## config.mk

```make
export PLATFORM = sky130hd
export DESIGN_NAME = alarm_ringer
export DESIGN_NICKNAME = d
export VERILOG_FILES = /design/src/rtl/alarm_ringer.sv
export SDC_FILE = /design/constraint.sdc
export NUM_CORES = 1
export LEC_CHECK = 0
export CELL_PAD_IN_SITES_DETAIL_PLACEMENT = 1
export CELL_PAD_IN_SITES_GLOBAL_PLACEMENT = 2
export CORE_ASPECT_RATIO = 1.5
export CORE_MARGIN = 4
export CORE_UTILIZATION = 30
export DETAILED_ROUTE_END_ITERATION = 10
export GPL_ROUTABILITY_DRIVEN = 0
export PLACE_DENSITY = 0.81
export RECOVER_POWER = 50
export SYNTH_ARGS = -nofsm -noshare
export SYNTH_HDL_FRONTEND = slang
export SYNTH_SLANG_ARGS = --single-unit
export TNS_END_PERCENT = 100
```

## constraint.sdc

```tcl
create_clock -name clk -period 4.2 [get_ports clk]
set_clock_uncertainty 0.2 [all_clocks]
set_input_delay 0.84 -clock clk [delete_from_list [all_inputs] [get_ports clk]]
set_output_delay 0.84 -clock clk [all_outputs]
set_load 0.005 [all_outputs]
```

## src/rtl/alarm_ringer.sv

```systemverilog
// Alarm ringer: match live time against alarm, ring/snooze/stop/timeout.
// Optional ALARM_BEEP_PATTERN_EN: buzz toggles once per second while ringing.
module alarm_ringer #(
  parameter int SNOOZE_MIN   = 5,
  parameter int MAX_SNOOZE   = 3,
  parameter int RING_TIMEOUT = 60
) (
  input  logic       clk,
  input  logic       rst_n,
  input  logic       sec_tick,
  input  logic [5:0] cur_hr,
  input  logic [5:0] cur_min,
  input  logic [5:0] cur_sec,
  input  logic [5:0] alm_hr,
  input  logic [5:0] alm_min,
  input  logic       almen,
  input  logic       stop,
  input  logic       snooze,
  output logic       ringing,
  output logic       buzz,
  output logic       snooze_act,
  output logic [1:0] snooze_cnt
);

  typedef enum logic [1:0] {
    IDLE, ARMED, RINGING, SNOOZE
  } state_t;

  state_t     state, state_d;
  logic [5:0] tgt_hr, tgt_min;
  logic [5:0] tgt_hr_d, tgt_min_d;
  logic [5:0] cmp_hr, cmp_min;
  logic [5:0] sn_hr, sn_min;
  logic [6:0] m_sum;
  logic [7:0] ring_cnt, ring_cnt_d;
  logic [1:0] snooze_cnt_d;
  logic       buzz_d;
  logic       match, timeout, snz_max;

  // ARMED tracks the setter live so a freshly armed alarm needs no warm-up
  assign cmp_hr  = (state == ARMED) ? alm_hr  : tgt_hr;
  assign cmp_min = (state == ARMED) ? alm_min : tgt_min;

  assign match = sec_tick && (cur_sec == 6'd0)
              && (cmp_hr == cur_hr) && (cmp_min == cur_min)
              && (cmp_hr <= 6'd23) && (cmp_min <= 6'd59);

  assign timeout = sec_tick
                && (ring_cnt == 8'(RING_TIMEOUT - 1));
  assign snz_max = (snooze_cnt >= 2'(MAX_SNOOZE));

  always_comb begin
    m_sum  = {1'b0, cur_min} + 7'(SNOOZE_MIN);
    sn_min = m_sum[5:0];
    sn_hr  = cur_hr;
    if (m_sum >= 7'd60) begin
      sn_min = 6'(m_sum - 7'd60);
      sn_hr  = (cur_hr == 6'd23) ? 6'd0 : cur_hr + 6'd1;
    end
  end

  always_comb begin
    state_d      = state;
    tgt_hr_d     = tgt_hr;
    tgt_min_d    = tgt_min;
    ring_cnt_d   = ring_cnt;
    snooze_cnt_d = snooze_cnt;
    if (!almen) begin
      state_d      = IDLE;
      snooze_cnt_d = 2'd0;
    end else begin
      unique case (state)
        IDLE: state_d = ARMED;
        ARMED: begin
          tgt_hr_d  = alm_hr;
          tgt_min_d = alm_min;
          if (match) begin
            state_d    = RINGING;
            ring_cnt_d = 8'd0;
          end
        end
        RINGING: begin
          if (stop || (snooze && snz_max)) begin
            state_d      = ARMED;
            snooze_cnt_d = 2'd0;
          end else if (snooze) begin
            state_d      = SNOOZE;
            snooze_cnt_d = snooze_cnt + 2'd1;
            tgt_hr_d     = sn_hr;
            tgt_min_d    = sn_min;
          end else if (timeout) begin
            state_d      = ARMED;
            snooze_cnt_d = 2'd0;
          end else if (sec_tick) begin
            ring_cnt_d = ring_cnt + 8'd1;
          end
        end
        SNOOZE: begin
          if (stop) begin
            state_d      = ARMED;
            snooze_cnt_d = 2'd0;
          end else if (match) begin
            state_d    = RINGING;
            ring_cnt_d = 8'd0;
          end
        end
        default: state_d = IDLE;
      endcase
    end
  end

  always_comb begin
`ifdef ALARM_BEEP_PATTERN_EN
    buzz_d = 1'b0;
    if (state_d == RINGING) begin
      if (state != RINGING) buzz_d = 1'b1;
      else if (sec_tick)    buzz_d = ~buzz;
      else                  buzz_d = buzz;
    end
`else
    buzz_d = (state_d == RINGING);
`endif
  end

  always_ff @(posedge clk) begin
    if (!rst_n) begin
      state      <= IDLE;
      tgt_hr     <= 6'd0;
      tgt_min    <= 6'd0;
      ring_cnt   <= 8'd0;
      snooze_cnt <= 2'd0;
      ringing    <= 1'b0;
      buzz       <= 1'b0;
      snooze_act <= 1'b0;
    end else begin
      state      <= state_d;
      tgt_hr     <= tgt_hr_d;
      tgt_min    <= tgt_min_d;
      ring_cnt   <= ring_cnt_d;
      snooze_cnt <= snooze_cnt_d;
      ringing    <= (state_d == RINGING);
      buzz       <= buzz_d;
      snooze_act <= (state_d == SNOOZE);
    end
  end

endmodule

```

# Word-level counts from Yosys, hierarchy flattened
# Index checks and enable logic that the tools add are counted.
# totals
mem_bits_rw,0
n_memories,0
in_bits,36
rom_bits,0
register_bits,26
latchBits,0
wordCells,80
# op_classes
multipliers,0
n_mux,30
bitwise_logic,0
n_eq_ne,17
shift,0
n_reduce_logical,17
n_addsub,5
div_mod_pow,0
n_lt_le_gt_ge,4
# ops
operator,count
2-to-1 mux 6 bit,9
2-to-1 mux 8 bit,6
one-hot mux 6 bit (2 select lines),2
one-hot mux 8 bit (3 select lines),1
2-to-1 mux 2 bit,10
"inequality test 2 bit, second input constant",7
== test 6 bit,2
"adder 8 x 1 -> 8 bit, second input constant",1
"== test 2 bit, second input constant",4
"== test 8 x 6 -> 1 bit, second input constant",1
one-hot mux 2 bit (4 select lines),1
"adder 6 x 3 -> 7 bit, second input constant",1
"greater-or-equal comparator 7 x 6 -> 1 bit, second input constant",1
logical AND 1 bit,7
AND reduction 7 bit,1
"adder 6 x 1 -> 6 bit, second input constant",1
"== test 6 x 5 -> 1 bit, second input constant",1
"less-or-equal comparator 6 x 5 -> 1 bit, second input constant",1
"less-or-equal comparator 6 bit, second input constant",1
zero test 6 bit,1
"subtractor 6 bit, second input constant",1
"inequality test 4 bit, second input constant",1
one-hot mux 2 bit (2 select lines),1
AND reduction 4 bit,1
other kinds (9),10

# Depth between registers and ports, before layout
# Gate-level depths: netlist (run 1).
# depth
ltp_word,12
depth_mapped,11
depth_no_buf,10

# Worst setup path after synthesis (run 1)
# OpenSTA, ideal clock, no wires.
# synth_timing
path_type,input to register
startpoint,in cur_min[0]
endpoint,reg tgt_hr[0]
slack_ns,1.009
n_path_buf,1
setup_ns,0.117
arrival_time_ns,2.875
required_ns,3.883
path_stages,10
cell_sequence,ha_1 > xnor2_1 > ha_1 > a21oi_1 > a22o_1 > a221oi_4 > or2_1 > buf_4 > mux2_1 > a22o_1
# synth_via
elab_chain_len,6
# synth_rtl
element,line_no,rtl
start: declaration,12,"input logic [5:0] cur_min,"
adder 6 x 3 -> 7 bit,53,"m_sum = {1'b0, cur_min} + 7'(SNOOZE_MIN);"
greater-or-equal comparator 7 x 6 -> 1 bit,56,if (m_sum >= 7'd60) begin
2-to-1 mux 6 bit,56,
2-to-1 mux 6 bit,86,end else if (snooze) begin
2-to-1 mux 6 bit,83,if (stop || (snooze && snz_max)) begin
one-hot mux 6 bit (2 select lines),72,unique case (state)
end signal: assignment,137,tgt_hr <= tgt_hr_d;
end: declaration,30,"logic [5:0] tgt_hr, tgt_min;"
# Every way passes these cells. The select of a mux whose other input is x is not followed.
# A chain may end at the register's enable or synchronous reset.

# Worst setup path after layout (run 1)
# layout_timing
startpoint,reg state[0]
endpoint,reg ring_cnt[4]
# layout_via
elab_chain_len,10
# layout_rtl
element,line_no,rtl
start: declaration,29,"state_t state, state_d;"
start signal: assignment,136,state <= state_d;
branches (longest 10 deep; another with less-or-equal comparator 6 x 5 -> 1 bit),-,
end signal: assignment,139,ring_cnt <= ring_cnt_d;
end: declaration,35,"logic [7:0] ring_cnt, ring_cnt_d;"
# Parallel ways; which one is timed is not known. The select of a mux whose other input is x is not followed.

==> impl_metrics.ini, run 1 <==
[pwr]
p_switching_w = 0.000185
combPwrFrac_pct = 27.7
vdd_drop_max_v = 0.000143
power.leakage_nw = 1.05
pwr-share-seq_pct = 43.6
clockPowerShare_pct = 28.7
p_sw_share_pct = 30.9
p_int_w = 0.000414
power.total_w = 0.000599
power.density_nw_per_um2 = 215

[critical_path]
startpoint_type = flop
cp_data_required_time_ps = 4140
rr_startpoint = state[0]
rrSetupSlack_ps = 670
critical_path_class = flop to flop
endpoint_kind = flop
crit_arrival_ps = 3470
crit_fanout = 16
ff2ff_path_depth = 6
worstReg2RegEnd = ring_cnt[4]

[synth]
synth_edf_count = 0
seq_area_frac_synth_pct = 22.8
ys_top_cells_by_area = dfxtp_1 23%, xnor2_1 5.4%, nor2_1 4.6%
synth_top_area_share_pct = 22.8
yosys_warnings = 0
synth_common_cells = 28 x nor2_1, 26 x dfxtp_1, 25 x nand2_1
synth_cell_types = 60
synth_top_cell_by_area = dfxtp_1
post-synth-top-count-cell = nor2_1
syn_nets = 336
syn-cell-area_um2 = 2280
synth-async-reset-ratio_pct = 0
synthCells = 294
synth_ff_type = dfxtp_1
syn_area_per_cell_um2 = 7.75
synth-seq-cells = 26

[finish]
regArea_um2 = 520
num-fill-cells = 944
multi_input_area_um2 = 1610
drive_gt1_share_pct = 6.46
nets = 368
antenna_cells = 0
utilization_pct = 38.1
area_growth_pct = 22.4

[clock_network]
ctsResizeCount = 0
cts_max_level = 1
cts.sinks = 26
clk_latency_ps = 280
cts_setup_buffers = 0
cts_tree = yes
cts_hold_buffers = 0
numCtsBuffers = 3
clkTransAtPathRegs_ps = 100
clockBufferDepth = 2
cts_root_buf = clkbuf_8

[sta]
max_freq_mhz = 283
finalCriticalPeriod_ps = 3530
finalCritPeriodShare_pct = 84.1
slew_headroom_pct = 21.2
worstMarginPinSlew_ps = 1180
tns_ps = 0
hold_viol = 0
drv_slew = 0
rsz0062_at_grt = false
finalSetupViolations = 0

[detailed_routing]
avgRoutedWirePerCell_um = 17.8
routed-via-count = 2349
drcViolationCount = 0
postRouteAntennaNets = 0
drt_iter0_drc = 65
dr.pass1.iters = 4
wl_mm = 7.57
viasPerCell = 5.53

[floorplan]
num_rows = 38
coreArea_um2 = 7320
ioPinCount = 41
start_util_pct = 31.1
die_h_um = 115
die_x_um = 79.2
dieArea_um2 = 9090

[place]
buffer_ports.inserted = 40
post-dp-hpwl_mm = 5.95

[status]
status = finished, final reports clean

[worst_hold_path]
hp-class = flop to flop
holdPathStages = 2
min_from = tgt_hr[1]
min_to = tgt_hr[1]

[global_route]
grt_start_max_net_pins = 21
grt_overflow = 0
antenna_found_initial = 0
gr-usage-all-layers_pct = 17.5
grt_pass1_vias = 2552
grt_pass1_wl_mm = 12.6

[flow_run]
maxCapViolations = 0
metal layers:
| metal | track usage [%] | vias up | part of all wire (%) | wire [µm] |
|---|---|---|---|---|
| met5 | 0 | - | 0 | 0 |
| met4 | 4.36 | 0 | 0.98 | 74 |
| met3 | 1.72 | 4 | 2.8 | 210 |
| met2 | 33.8 | 45 | 55 | 4150 |
| met1 | 20.3 | 1162 | 41 | 3140 |
| li1 | - | 1138 | - | - |
cells in the final DEF (no fill, tap or decap), drive strengths merged, types with 6 or more instances in the layout:
| master | instances |
|---|---|
| o21ai | 19 |
| nor2b | 6 |
| nand2b | 7 |
| xor2 | 10 |
| a21oi | 18 |
| nand2 | 25 |
| dfxtp | 26 |
| o31ai | 6 |
| nor2 | 29 |
| xnor2 | 14 |
| clkdlybuf4s50 | 34 |
| nand3 | 18 |
| dlygate4sd3 | 6 |
| ha | 6 |
| inv | 8 |
| nand4 | 6 |
| buf | 7 |
| nor4 | 6 |
sequential cells by signal, summed over array words and instances, names as in the netlist:
signal      count
buzz            1
ring_cnt        8
snooze_act      1
snooze_cnt      2
state           2
tgt_hr          6
tgt_min         6
logic make-up after synthesis:
group                      synth area share (%)
AOI/OAI and AO/OA                          24.7
xor gates and xnor gates                   9.22
adders and majority gates                  3.73
buffers and inverters                      6.04
DFF                                        22.8
muxes                                      2.31
and+or+nand+nor                            31.2
per-stage QoR:
step	area [µm²]	hold slack, ps	cells	setup slack [ps]
after floorplan	2280	258	294	1010
after global placement	2750	282	421	456
after detailed placement	2750	291	421	402
after CTS	2810	306	425	679
after global routing	2790	338	425	384
final	2790	309	425	669
critical path, cell delays in order (launching register included):
cell	delay (ps)
dfxtp_1	620
nor2b_1	980
o31ai_1	300
nor4_4	350
nand3_2	110
o41ai_2	700
nor2_1	120
area by class of cell:
| cell class | count | area share [%] |
|---|---|---|
| multi-input cells | 240 | 57.6 |
| inverters | 8 | 1.08 |
| repair buffers | 47 | 16.2 |
| well taps | 100 | 4.48 |
| flip-flops and latches | 26 | 18.6 |
| clock buffers | 4 | 1.97 |
how the worst max path moves through the flow:
stage | slack [ps] | startpoint | to
2_1_floorplan | 1010 | cur_min[0] | tgt_hr[0]
3_3_place_gp | 460 | cur_min[1] | tgt_hr[0]
3_5_place_dp | 400 | cur_min[0] | tgt_hr[0]
4_1_cts | 680 | cur_min[0] | tgt_hr[0]
5_1_grt | 380 | state[0] | ring_cnt[0]
6_report | 670 | state[0] | ring_cnt[4]
power groups by stage:
stage	sequential [W]	clock (W)	combinational, W
floorplan	0.000263	0	0.000101
global placement	0.000267	0	0.000165
detailed placement	0.000267	0	0.000168
CTS	0.000261	0.000179	0.000170
global route	0.000263	0.000192	0.000181
finish	0.000261	0.000172	0.000166
(Power assumes the default switching activity.)
==> run 2: changes to the inputs <==
clock period = 3.4 ns   (was 4.2 ns; I/O delays follow)
==> impl_metrics.ini, run 2 (synthesis results as in run 1) <==
[worst_hold_path]
min_from = tgt_hr[1]
hp-class = flop to flop
holdPathStages = 2

[clock_network]
cts.sinks = 26
cts_hold_buffers = 0
clk_latency_ps = 280
cts_max_level = 1
cts_setup_buffers = 0
clkTransAtPathRegs_ps = 100
cts_tree = yes
numCtsBuffers = 3
cts_root_buf = clkbuf_8
ctsResizeCount = 0
clockBufferDepth = 2

[place]
post-place-ws_ps = 35.3
buffer_ports.inserted = 40
place_inst = 437
post-dp-hpwl_mm = 6.27

[sta]
tns_ps = 0
worstMarginPinSlew_ps = 755
finalCriticalPeriod_ps = 3090
fin_hold_ws_ps = 311
finalWorstSetupSlack_ps = 311
hold_viol = 0
finalCritPeriodShare_pct = 90.8
finalSetupViolations = 0
max_freq_mhz = 324
slew_headroom_pct = 49.7
drv_slew = 0
rsz0062_at_grt = false

[detailed_routing]
avgRoutedWirePerCell_um = 17.7
dr.pass1.iters = 4
postRouteAntennaNets = 0
drt_iter0_drc = 77
wl_mm = 7.80
drcViolationCount = 0
routed-via-count = 2424
viasPerCell = 5.50

[finish]
layout_common_cells = 32 x clkdlybuf4s50_1, 28 x nor2_1, 26 x dfxtp_1
largestRegisters = ring_cnt (8), tgt_hr (6), tgt_min (6)
antenna_cells = 0
final_common_cell = clkdlybuf4s50_1
num-fill-cells = 937
largest_register = ring_cnt
nets = 384
fin_cells = 441
utilization_pct = 39.8
area_growth_pct = 28.0
drive_gt1_share_pct = 10.6
largest_reg_flops = 8

[pwr]
power.leakage_nw = 1.13
vdd_drop_max_v = 0.000133
power.density_nw_per_um2 = 261

[critical_path]
cp.buffers_inverters = 2
ff2ff_path_depth = 6
cp_cell_sequence = clkdlybuf4s50_1, and2_1, nor2_1, xnor2_1, ha_1, a21oi_1, a22o_1, a221oi_4, buf_4, o211ai_1, a221oi_1, nor2_1
cp_data_required_time_ps = 3380
crit_cells = 12
cp_common_cell = nor2_1
endpoint_kind = flop
crit_fanout = 7
startpoint_type = input pin
worst_setup_path_startpoint = cur_min[0]
critPathTopFamily = compound AO/OA/AOI/OAI gates
crit_arrival_ps = 3060
rr_startpoint = state[1]
critical_path_class = input pin to flop
cp_slowest_cell = clkdlybuf4s50_1
cpPeakStageDelay_ps = 510

[floorplan]
coreArea_um2 = 7320
num_rows = 38
dieArea_um2 = 9090
die_h_um = 115
ioPinCount = 41
die_x_um = 79.2
start_util_pct = 31.1

[global_route]
grt_pass1_vias = 2596
grt_pass1_wl_mm = 12.8
grt_start_max_net_pins = 20
antenna_found_initial = 0
grt_overflow = 0
gr-usage-all-layers_pct = 18.0

[status]
status = finished, final reports clean

[flow_run]
maxCapViolations = 0
[run 2: cell types whose count changed in the layout (fill, tap and decap cells not counted)]
cell	previous run	this run
clkbuf_1	0	2
o41ai_2	1	0
nor2b_2	0	1
nor2b_1	6	5
clkdlybuf4s50_1	34	32
o41ai_4	0	1
buf_4	7	21
dlygate4sd3_1	6	8
[run 2: cell type report]
| type | count | area (µm²) | area share [%] |
|---|---|---|---|
| Multi-Input combinational cell | 240 | 1620 | 55.6 |
| Timing Repair Buffer | 63 | 566 | 19.4 |
| Sequential cell | 26 | 520 | 17.8 |
| Tap cell | 100 | 125 | 4.29 |
| Clock buffer | 4 | 55.1 | 1.89 |
| Inverter | 8 | 30.0 | 1.03 |
[run 2: path summary, 6_finish.rpt]
kind / slack [ps] / endpoint
worst min register to register: 310 / tgt_hr[1]
worst max register to register: 650 / state[0]
worst min-delay path: 310 / tgt_hr[1]
worst max-delay path: 310 / tgt_hr[5]
[run 2: power by group]
| group | internal [W] | total [W] | switching (W) |
|---|---|---|---|
| sequential | 0.000313 | 0.000319 | 0.00000656 |
| combinational | 0.000109 | 0.000227 | 0.000118 |
| clock | 0.000104 | 0.000215 | 0.000111 |
[run 2: worst register-to-register path, stage by stage (launching register included)]
cell,delay [ps]
dfxtp_1,620
nand2b_1,400
nand3_1,170
a2111oi_2,410
o211a_1,220
nand4_1,290
a41o_1,340
[run 2: through the flow]
stage | power (W) | area, µm²
floorplan | 0.000449 | 2280
global placement | 0.000553 | 2870
detailed placement | 0.000555 | 2870
CTS | 0.000776 | 2930
global route | 0.000801 | 2920
finish | 0.000762 | 2920
[run 2: layer usage]
layer / share of wire (%) / track usage [%] / wire length [µm]
met5: 0 / 0 / 0
met4: 3.3 / 7.91 / 257
met3: 2.6 / 1.57 / 200
met2: 53 / 33.7 / 4130
met1: 41 / 20.6 / 3210
